[config.mk]
export PLATFORM = sky130hd
export DESIGN_NAME = uart_reg_responder
export DESIGN_NICKNAME = d
export VERILOG_FILES = /design/src/rtl/uart_pkg.sv /design/src/rtl/uart_reg_responder.sv
export SDC_FILE = /design/constraint.sdc
export NUM_CORES = 1
export LEC_CHECK = 0
export CORE_UTILIZATION = 49
export CTS_CLUSTER_DIAMETER = 200
export DETAILED_ROUTE_END_ITERATION = 10
export PLACE_DENSITY_LB_ADDON = 0.08
export REMOVE_ABC_BUFFERS = 1
export SKIP_CTS_REPAIR_TIMING = 1
export SYNTH_ARGS = -nofsm -noshare
export SYNTH_HDL_FRONTEND = slang
export SYNTH_SLANG_ARGS = --single-unit
[constraint.sdc]
create_clock -name clk -period 2.67 [get_ports clk]
set_input_delay 0.267 -clock clk [delete_from_list [all_inputs] [get_ports clk]]
set_output_delay 0.267 -clock clk [all_outputs]
set_load 0.02 [all_outputs]
[src/rtl/uart_pkg.sv]
// Shared types and constants for the UART register responder: FSM states,
// frame sync byte, response status codes and the frame checksum rule.
package uart_pkg;

  typedef enum logic [2:0] {
    IDLE,
    GET_CMD,
    GET_DATA,
    GET_CHK,
    EXEC,
    SEND,
    WAIT_HI,
    WAIT_LO
  } state_t;

  localparam logic [7:0] SYNC_BYTE     = 8'h55;
  localparam logic [7:0] STAT_OK       = 8'hAC;
  localparam logic [7:0] STAT_BAD_CHK  = 8'hE0;
  localparam logic [7:0] STAT_BAD_CMD  = 8'hE1;
  localparam logic [7:0] STAT_BAD_ADDR = 8'hE2;

  // A write frame protects CMD and DATA; a read frame carries only CMD.
  function automatic logic [7:0] frame_chk(input logic [7:0] cmd, input logic [7:0] data);
    return cmd[7] ? (cmd ^ data) : cmd;
  endfunction

endpackage

[src/rtl/uart_reg_responder.sv]
// Parses SYNC/CMD/[DATA]/CHK host frames from the UART receiver, reads or
// writes a small register file and answers through the UART transmitter.
module uart_reg_responder
  import uart_pkg::*;
#(
  parameter int NUM_REGS     = 16,
  parameter int TIMEOUT_CLKS = 104160
) (
  input  logic                  clk,
  input  logic                  reset,
  input  logic [7:0]            rx_data,
  input  logic                  rx_valid,
  input  logic                  tx_busy,
  output logic [7:0]            tx_data,
  output logic                  tx_start,
  output logic [8*NUM_REGS-1:0] reg_out,
  output logic [7:0]            err_count
);

  localparam int CNT_W = $clog2(TIMEOUT_CLKS + 1);

  state_t           state, state_nxt;
  logic [7:0]       cmd_q, data_q, chk_q;
  logic [7:0]       rd_q;
  logic             pending_q;
  logic [CNT_W-1:0] tmo_cnt;
  logic [7:0]       regs [NUM_REGS];

  logic       in_frame, tmo_hit, addr_ok, err_inc, do_write;
  logic [7:0] status, rd_byte;

  assign in_frame = (state == GET_CMD) || (state == GET_DATA) || (state == GET_CHK);
  // A byte arriving on the expiry cycle wins over the timeout.
  assign tmo_hit  = in_frame && !rx_valid && (tmo_cnt == CNT_W'(TIMEOUT_CLKS));
  assign addr_ok  = {1'b0, cmd_q[3:0]} < 5'(NUM_REGS);

  always_comb begin
    status = STAT_OK;
    if (chk_q != frame_chk(cmd_q, data_q))  status = STAT_BAD_CHK;
    else if (cmd_q[6:4] != 3'b000)          status = STAT_BAD_CMD;
    else if (!addr_ok)                      status = STAT_BAD_ADDR;
  end

  assign err_inc  = tmo_hit || ((state == EXEC) && (status != STAT_OK));
  assign do_write = (state == EXEC) && (status == STAT_OK) && cmd_q[7];

  always_comb begin
    rd_byte = 8'h00;
    for (int i = 0; i < NUM_REGS; i++)
      if (cmd_q[3:0] == 4'(i)) rd_byte = regs[i];
  end

  always_comb begin
    for (int i = 0; i < NUM_REGS; i++) reg_out[8*i +: 8] = regs[i];
  end

  // NOTE: non-blocking assignments for every register so all state updates
  // use pre-edge values regardless of statement order.
  always_ff @(posedge clk or negedge reset) begin
    if (!reset) state <= IDLE;
    else        state <= state_nxt;
  end

  // NOTE: state_nxt gets its default before the case so no path can infer a latch.
  always_comb begin
    state_nxt = state;
    unique case (state)
      IDLE:     if (rx_valid && rx_data == SYNC_BYTE) state_nxt = GET_CMD;
      GET_CMD:  if (rx_valid)     state_nxt = rx_data[7] ? GET_DATA : GET_CHK;
                else if (tmo_hit) state_nxt = IDLE;
      GET_DATA: if (rx_valid)     state_nxt = GET_CHK;
                else if (tmo_hit) state_nxt = IDLE;
      GET_CHK:  if (rx_valid)     state_nxt = EXEC;
                else if (tmo_hit) state_nxt = IDLE;
      EXEC:     state_nxt = SEND;
      SEND:     state_nxt = WAIT_HI;
      WAIT_HI:  if (tx_busy) state_nxt = WAIT_LO;
      WAIT_LO:  if (!tx_busy) state_nxt = pending_q ? SEND : IDLE;
      default:  state_nxt = IDLE;
    endcase
  end

  assign tx_start = (state == SEND);

  always_ff @(posedge clk or negedge reset) begin
    if (!reset) begin
      cmd_q     <= 8'h00;
      data_q    <= 8'h00;
      chk_q     <= 8'h00;
      rd_q      <= 8'h00;
      pending_q <= 1'b0;
      tx_data   <= 8'h00;
      tmo_cnt   <= '0;
      err_count <= 8'h00;
    end else begin
      if (!in_frame || rx_valid || tmo_hit) tmo_cnt <= '0;
      else                                  tmo_cnt <= tmo_cnt + CNT_W'(1);

      if (rx_valid && state == GET_CMD)  cmd_q  <= rx_data;
      if (rx_valid && state == GET_DATA) data_q <= rx_data;
      if (rx_valid && state == GET_CHK)  chk_q  <= rx_data;

      if (state == EXEC) begin
        tx_data   <= status;
        rd_q      <= rd_byte;
        pending_q <= (status == STAT_OK) && !cmd_q[7];
      end else if (state == WAIT_LO && !tx_busy && pending_q) begin
        tx_data   <= rd_q;
        pending_q <= 1'b0;
      end

      if (err_inc && err_count != 8'hFF) err_count <= err_count + 8'd1;
    end
  end

  // NOTE: the register file is reset explicitly because host-visible
  // contents must read 0x00 after reset, so it cannot map to a RAM macro.
  always_ff @(posedge clk or negedge reset) begin
    if (!reset) begin
      for (int i = 0; i < NUM_REGS; i++) regs[i] <= 8'h00;
    end else begin
      for (int i = 0; i < NUM_REGS; i++)
        if (do_write && cmd_q[3:0] == 4'(i)) regs[i] <= data_q;
    end
  end

endmodule

==> impl_metrics.csv, run 1 <==
group,metric,value,unit
status,outcome,"finished with violations",
status,violations,"setup timing",
floorplanning,dieHeight,141,um
drt,drt_wl_total,27.5,mm
power,power_density,784,nW/um^2
sta,holdWs,0.424,ns
setup_path,end_kind,"flop",
cells_and_area,post-route-util,67.1,%
floorplanning,dieArea,20000,um^2
clocking,htreeDepth,4,
sta,slew_headroom,54.9,%
synthesis,synth_top_area_share,51.8,%
global_routing,grtUsageMet1,37.3,%
placement,port_buffers,156,
global_routing,grt_busiest_layer,"met2",
min_path,min_path_type,"in -> async",
sta,drv_slew,0,
synthesis,syn_area,9520,um^2
synthesis,syn-instance-count,755,
drt,drt-pass1-iter-count,5,
global_routing,met2_usage,45.3,%
flow_run,maxCapViolCount,0,
setup_path,rrSetupSlack,-0.12,ns
setup_path,worstPathArrival,3.11,ns
placement,preCtsSetupSlack,-0.143,ns
setup_path,crit_fanout,8,
sta,worst_pin_slew,0.676,ns
sta,fin_ws,-0.116,ns
setup_path,reg2reg_from,"chk_q[0]$_DFFE_PN0P_",
clocking,clk_pin_slew,0.08,ns
setup_path,start_kind,"flop",
sta,fin_crit,2.79,ns
cells_and_area,synthToLayoutAreaGrowth,33.1,%
synthesis,synth-seq-cells,197,
cells_and_area,diodes,0,
sta,finalClockSkew,0.0136,ns
global_routing,grt_pass1_wl,42.4,mm
synthesis,ys_top_cells_by_count,"197 x dfrtp_1, 136 x mux2_2, 64 x nand2_1",
synthesis,ys.flop_type,"dfrtp_1",
floorplanning,core_area,18900,um^2
setup_path,reg2reg_depth,8,
sta,post-route-period-util,104,%
global_routing,grt_pass1_vias,7308,
power,ir_drop,0.000645,V
synthesis,ys_types,63,
floorplanning,initial_core_util,50.4,%
cells_and_area,drive_above_1_share,30.3,%
synthesis,synth_area_leader_cell,"dfrtp_1",
synthesis,ys_seq_area_share,51.8,%
clocking,cts_sinks,197,
clocking,clock_path_buffers,2,
global_routing,use_met3,7.42,%
sta,hold_violations,0,
clocking,cts_root_buffer,"clkbuf_16",
cells_and_area,nets,969,
clocking,cts_buffers,17,
placement,gp_congestion,0.861,
synthesis,synthArstFlopShare,100,%
cells_and_area,fillers,1390,
sta,setup_tns,-6.47,ns
setup_path,startpoint,"chk_q[0]$_DFFE_PN0P_",
sta,rsz0062_at_grt,"true",
global_routing,antenna_found_initial,0,
synthesis,synth_edf_count,0,
drt,drc,0,
setup_path,worst_r2r_endpoint,"reg_out[0]$_DFFE_PN0P_",
synthesis,ys_warn_count,0,
floorplanning,die_w,141,um
setup_path,criticalPathCategory,"reg -> reg",
synthesis,yosys-top-cells-area,"dfrtp_1 52%, mux2_2 16%, mux4_2 3.8%",
clocking,cts_tree,"yes",
floorplanning,core.rowCount,50,
drt,drt-initial-drc-count,440,
global_routing,overflow,0,
drt,routedWlPerCell,22.4,um
global_routing,track_usage,28.3,%
global_routing,grt_max_degree,77,
setup_path,required,2.99,ns
power,p_total,9940,uW
placement,dpl.hpwl,18.9,mm
sta,finalSetupViolCount,90,
drt,vias,7048,
sta,max_freq,359,MHz
clocking,clock_latency,0.44,ns
synthesis,synth.most_common_cell,"dfrtp_1",
drt,antenna_left,0,
drt,viasPerCell,5.75,
power,cellLeakagePower,0.00560,uW
synthesis,avgSynthCellArea,12.6,um^2
floorplanning,ios,157,
## worst max-delay path: stages (launching register included)
cell and delay (ns):
dfrtp_1 0.41, xor2_2 0.20, nor4b_2 0.30, a211o_1 0.20, or4b_4 0.56, buf_12 0.19
nor4_4 0.32, buf_12 0.18, mux2_4 0.30
## cells in the final DEF (no fill, tap or decap), types with 6 or more instances in the layout
| master | n |
|---|---|
| dfrtp_1 | 195 |
| clkdlybuf4s50_1 | 155 |
| mux2_2 | 80 |
| mux2_4 | 73 |
| nand2_1 | 64 |
| buf_4 | 47 |
| nor2_1 | 33 |
| o21ai_0 | 26 |
| a21oi_1 | 20 |
| xnor2_1 | 18 |
| clkbuf_16 | 17 |
| mux4_2 | 16 |
| buf_6 | 16 |
| nand3_1 | 14 |
| xor2_1 | 12 |
| nor4_4 | 11 |
| mux2i_1 | 10 |
| nand4_1 | 9 |
| inv_1 | 8 |
| nor3_1 | 8 |
| nand2b_1 | 8 |
| a31oi_1 | 7 |
| o22ai_1 | 7 |
| buf_12 | 6 |
## worst max-delay path by stage
stage | endpoint | slack, ns | cells past startpoint
finish | reg_out[0]$_DFFE_PN0P_ | -0.12 | 8
CTS | reg_out[55]$_DFFE_PN0P_ | -0.20 | 8
global placement | reg_out[84]$_DFFE_PN0P_ | -0.09 | 8
floorplan | reg_out[104]$_DFFE_PN0P_ | -1.26 | 6
global route | reg_out[1]$_DFFE_PN0P_ | -0.18 | 8
detailed placement | reg_out[26]$_DFFE_PN0P_ | -0.14 | 8
## metal layers
metal / routed length, um / part of all wire (%)
met5: 0 / 0
met4: 636 / 2.3
met3: 2080 / 7.5
met2: 13200 / 48
met1: 11600 / 42
## layout make-up
class / count / area [um^2] / area share, %
clock buffers: 18 / 439 / 3.46
clock inverters: 13 / 116 / 0.918
inverters: 10 / 37.5 / 0.296
multi-input cells: 501 / 4580 / 36.1
flip-flops and latches: 197 / 4930 / 38.9
well taps: 260 / 325 / 2.57
repair buffers: 227 / 2240 / 17.7
## sequential cells by signal (all words and copies together), names as in the netlist
register and count:
reg_out 128, tmo_cnt 17, chk_q 8, cmd_q 8, data_q 8, err_count 8, rd_q 8, tx_data 8
state 3, pending_q 1
## where the power goes
group | leakage [uW] | switching (uW) | internal [uW]
clock | 0.000267 | 1230 | 1250
combinational | 0.00267 | 2350 | 1500
sequential | 0.00266 | 286 | 3330
total | 0.00560 | 3870 | 6070
## logic make-up after synthesis
kind of cell               synth area share (%)
AOI/OAI and AO/OA                          7.15
xor gates and xnor gates                   2.85
adders and majority gates                 0.394
buffers and inverters                      2.64
DFF                                        51.8
muxes                                      23.7
and+or+nand+nor                            11.5
## stage by stage
stage               instance area (um^2)  std cells
floorplan                           9310        708
global placement                   11800       1192
detailed placement                 11800       1192
CTS                                12300       1223
global route                       12700       1226
finish                             12700       1226
(Power assumes the default switching activity.)
==> run 2: changes to the inputs <==
Settings changed: SETUP_SLACK_MARGIN from default to 0.5.
==> impl_metrics.csv, run 2 (synthesis gave the netlist of run 1 again) <==
group,metric,value,unit
status,outcome,"finished with violations",
status,violations,"setup timing",
global_routing,antenna_found_initial,0,
floorplanning,initial_core_util,50.4,%
setup_path,crit_slowest_cell,"or4b_4",
setup_path,end_kind,"flop",
clocking,cts_tree,"yes",
global_routing,grtUsageMet1,37.3,%
clocking,htreeDepth,4,
power,power_density,818,nW/um^2
placement,dpl.hpwl,18.9,mm
setup_path,critPathMaxStageDelay,0.56,ns
floorplanning,dieHeight,141,um
global_routing,met2_usage,45.3,%
cells_and_area,largest_register_ffs,128,
floorplanning,die_w,141,um
sta,max_freq,358,MHz
power,switchingPower,4180,uW
drt,drt-initial-drc-count,526,
setup_path,rrSetupSlack,-0.12,ns
global_routing,grt_busiest_layer,"met2",
sta,finalClockSkew,0.0148,ns
sta,finalSetupViolCount,104,
setup_path,crit_fanout,8,
setup_path,required,2.99,ns
sta,fin_ws,-0.125,ns
cells_and_area,layout_commonest_cell,"dfrtp_1",
cells_and_area,layout_common_cells,"195 x dfrtp_1, 155 x clkdlybuf4s50_1, 80 x mux2_2, 73 x mux2_4, 61 x nand2_1",
setup_path,start_kind,"flop",
clocking,clock_latency,0.44,ns
setup_path,critPathTopFamily,"simple AND/OR/NAND/NOR gates",
setup_path,worstPathArrival,3.11,ns
clocking,cts_root_buffer,"clkbuf_16",
flow_run,maxCapViolCount,0,
global_routing,overflow,0,
setup_path,crit_chain,"xor2_2 > nor4b_2 > a211o_1 > or4b_4 > or4_1 > buf_6 > mux2_2",
cells_and_area,nets,987,
cells_and_area,synthToLayoutAreaGrowth,38.1,%
power,ir_drop,0.000620,V
global_routing,grt_pass1_vias,7308,
min_path,min_path_type,"in -> async",
drt,routedWlPerCell,23.0,um
clocking,clock_path_buffers,2,
power,p_total,10800,uW
sta,setup_tns,-7.26,ns
cells_and_area,diodes,0,
power,p_seq_share,33.6,%
drt,vias,7273,
placement,gp_congestion,0.861,
power,cellLeakagePower,0.00580,uW
global_routing,track_usage,28.3,%
sta,rsz0062_at_grt,"true",
power,internal_power,6580,uW
clocking,clk_pin_slew,0.08,ns
drt,antenna_left,0,
floorplanning,core_area,18900,um^2
clocking,cts_sinks,197,
clocking,cts_buffers,17,
sta,post-route-period-util,105,%
drt,viasPerCell,5.85,
global_routing,grt_max_degree,77,
floorplanning,core.rowCount,50,
sta,fin_crit,2.79,ns
setup_path,path_buf_inv,1,
cells_and_area,fin_area,13200,um^2
power,clockPowerShare,23.1,%
floorplanning,dieArea,20000,um^2
sta,slew_headroom,54.6,%
drt,drt-pass1-iter-count,5,
sta,worst_pin_slew,0.681,ns
sta,hold_violations,0,
global_routing,grt_pass1_wl,42.4,mm
placement,place_area,11800,um^2
cells_and_area,drive_above_1_share,34.3,%
power,p_comb_share,43.3,%
setup_path,criticalPathCategory,"reg -> reg",
global_routing,use_met3,7.42,%
placement,port_buffers,156,
drt,drc,0,
floorplanning,ios,157,
placement,preCtsSetupSlack,-0.143,ns
power,sw_frac_of_total,38.8,%
sta,drv_slew,0,
drt,drt_wl_total,28.6,mm
## run 2: changes by cell type in the layout (fill, tap and decap cells not counted), sizes merged
cell and delta:
clkbuf +5, buf +13, clkinv -1, clkinvlp +2, inv -1
## run 2: worst paths after layout
path,from,to,depth (start not counted)
min in group clk,rd_q[3]$_DFFE_PN0P_,rd_q[3]$_DFFE_PN0P_,2
min reg2reg,rd_q[3]$_DFFE_PN0P_,rd_q[3]$_DFFE_PN0P_,2
max reg2reg,chk_q[0]$_DFFE_PN0P_,reg_out[113]$_DFFE_PN0P_,7
max,chk_q[0]$_DFFE_PN0P_,reg_out[113]$_DFFE_PN0P_,7
min,reset,tmo_cnt[11]$_DFF_PN0_,2
max in group asynchronous,reset,pending_q$_DFFE_PN0P_,3
## run 2: per-stage QoR
stage | std cells | util, % | hold slack [ns]
final | 1244 | 69.6 | 0.416
after CTS | 1223 | 65.3 | -0.118
after floorplan | 708 | - | -0.0286
after detailed placement | 1192 | 62.3 | 0.348
after global placement | 1192 | 62.3 | 0.338
after global routing | 1244 | 69.6 | 0.484
## run 2: layout make-up
class	count	area [um^2]
tap	260	325
clock buffer	18	439
clock inverter	13	116
timing repair buffer	245	2560
sequential	197	4930
inverter	10	45.0
multi-input combinational	501	4740
fill	1326	5740
## run 2: per-layer routing
layer / wire length (um) / up-vias
met3: 1920 / 56
met2: 13800 / 312
met5: 0 / -
met4: 867 / 0
li1: - / 3192
met1: 12100 / 3713
## run 2: power by group through the flow
stage | clock network (uW) | registers, uW | logic (uW)
6_report | 2480 | 3620 | 4660
2_1_floorplan | 0 | 4080 | 1630
4_1_cts | 2510 | 3600 | 3740
5_1_grt | 2630 | 3670 | 4920
3_5_place_dp | 0 | 3660 | 3710
3_3_place_gp | 0 | 3640 | 3650
==> run 3: changes to the inputs <==
Settings changed: CAP_MARGIN from default to 15, CORE_ASPECT_RATIO from default to 0.75, SLEW_MARGIN from default to 20.
==> impl_metrics.csv, run 3 (synthesis gave the netlist of run 1 again) <==
group,metric,value,unit
setup_path,start_kind,"flop",
clocking,cts_root_buffer,"clkbuf_16",
sta,drv_slew,0,
clocking,cts_sinks,197,
drt,viasPerCell,5.90,
floorplanning,die_w,163,um
floorplanning,dieHeight,123,um
floorplanning,dieArea,20000,um^2
setup_path,path_buf_inv,1,
setup_path,worstPathArrival,3.10,ns
drt,drt_wl_total,27.2,mm
drt,antenna_left,0,
cells_and_area,nets,970,
global_routing,overflow,0,
clocking,clock_path_buffers,2,
cells_and_area,layout_common_cells,"196 x dfrtp_1, 155 x clkdlybuf4s50_1, 136 x mux2_2, 64 x nand2_1, 49 x buf_4",
global_routing,grt_pass1_wl,41.9,mm
cells_and_area,synthToLayoutAreaGrowth,31.0,%
global_routing,grt_pass1_vias,7044,
sta,rsz0062_at_grt,"true",
global_routing,antenna_found_initial,1,
sta,post-route-period-util,104,%
sta,finalClockSkew,0.00869,ns
placement,port_buffers,156,
clocking,clk_pin_slew,0.07,ns
setup_path,required,2.99,ns
floorplanning,ios,157,
global_routing,grtUsageMet1,42.0,%
cells_and_area,fillers,1398,
setup_path,crit_fanout,7,
min_path,min_path_type,"in -> async",
global_routing,use_met3,8.38,%
setup_path,crit_slowest_cell,"or4_4",
floorplanning,core_area,18800,um^2
sta,hold_violations,0,
drt,drc,0,
drt,drt-initial-drc-count,482,
sta,slew_headroom,47.8,%
sta,max_freq,360,MHz
drt,routedWlPerCell,22.4,um
clocking,cts_buffers,17,
clocking,htreeDepth,4,
setup_path,critPathTopFamily,"simple AND/OR/NAND/NOR gates",
placement,gp_congestion,0.844,
setup_path,critPathMaxStageDelay,0.58,ns
cells_and_area,drive_above_1_share,30.7,%
sta,worst_pin_slew,0.784,ns
clocking,cts_tree,"yes",
power,power_density,801,nW/um^2
setup_path,end_kind,"flop",
sta,fin_ws,-0.105,ns
sta,finalSetupViolCount,119,
drt,drt-pass1-iter-count,5,
setup_path,rrSetupSlack,-0.11,ns
global_routing,met2_usage,39.8,%
cells_and_area,layout_commonest_cell,"dfrtp_1",
power,ir_drop,0.000473,V
sta,fin_crit,2.78,ns
floorplanning,core.rowCount,43,
cells_and_area,largest_register_ffs,128,
placement,dpl.hpwl,18.9,mm
cells_and_area,post-route-util,66.4,%
global_routing,track_usage,28.3,%
drt,vias,7167,
sta,holdWs,0.430,ns
cells_and_area,diodes,0,
status,violations,"setup timing",
global_routing,grt_max_degree,90,
status,outcome,"finished with violations",
flow_run,maxCapViolCount,0,
power,cellLeakagePower,0.00557,uW
floorplanning,initial_core_util,50.7,%
global_routing,grt_busiest_layer,"met1",
setup_path,criticalPathCategory,"reg -> reg",
clocking,clock_latency,0.44,ns
setup_path,crit_chain,"xor2_2 > nor4b_2 > a211o_1 > or4b_4 > or4_4 > buf_6 > mux2_4",
[run 3: cell types whose count changed in the layout (fill, tap and decap cells not counted), sizes merged]
| cell | delta |
|---|---|
| buf | -13 |
| clkbuf | -4 |
| clkinvlp | -3 |
| inv | +3 |
| bufinv | +1 |
[run 3: report_power, final]
part	total [uW]	internal [uW]	switching, uW
registers	3630	3320	310
logic	3800	1510	2290
clock network	2550	1340	1210
[run 3: final timing paths]
check / start / end / depth (start not counted)
worst max-delay path: cmd_q[0]$_DFFE_PN0P_ / reg_out[110]$_DFFE_PN0P_ / 7
worst min-delay path: reset / err_count[3]$_DFFE_PN0P_ / 2
worst max register to register: cmd_q[0]$_DFFE_PN0P_ / reg_out[110]$_DFFE_PN0P_ / 7
worst min register to register: rd_q[3]$_DFFE_PN0P_ / rd_q[3]$_DFFE_PN0P_ / 2
max in group asynchronous: reset / cmd_q[0]$_DFFE_PN0P_ / 3
min in group clk: rd_q[3]$_DFFE_PN0P_ / rd_q[3]$_DFFE_PN0P_ / 2
[run 3: routing by layer]
metal | vias up | part of all wire (%)
met5 | - | 0.048
met2 | 268 | 43
li1 | 3174 | -
met4 | 2 | 1.4
met1 | 3689 | 48
met3 | 34 | 7.5
[run 3: layout make-up]
cell class              count  area (um^2)  area share, %
clock buffers              18          439           3.52
clock inverters            14          139           1.11
inverters                  10         37.5          0.301
multi-input cells         501         4380           35.1
flip-flops and latches    197         4930           39.5
well taps                 247          309           2.48
repair buffers            228         2230           17.9
[run 3: worst register-to-register path, cell delays in order, from the launching register on]
cell     delay (ns)
dfrtp_2        0.43
xor2_2         0.20
nor4b_2        0.26
a211o_1        0.17
or4b_4         0.56
or4_4          0.58
buf_6          0.17
mux2_4         0.30
[run 3: stage by stage]
stage                     std cells  instance area, um^2  power, uW  TNS, ns  setup WS [ns]
final                          1215                12500       9980    -7.04         -0.105
after global routing           1215                12500      10500   -17.23         -0.177
after CTS                      1213                12300       9910   -10.46         -0.136
after detailed placement       1181                11700       7350    -7.29         -0.103
after global placement         1181                11700       7280    -3.55        -0.0690
after floorplan                 708                 9310       5710  -141.86          -1.26
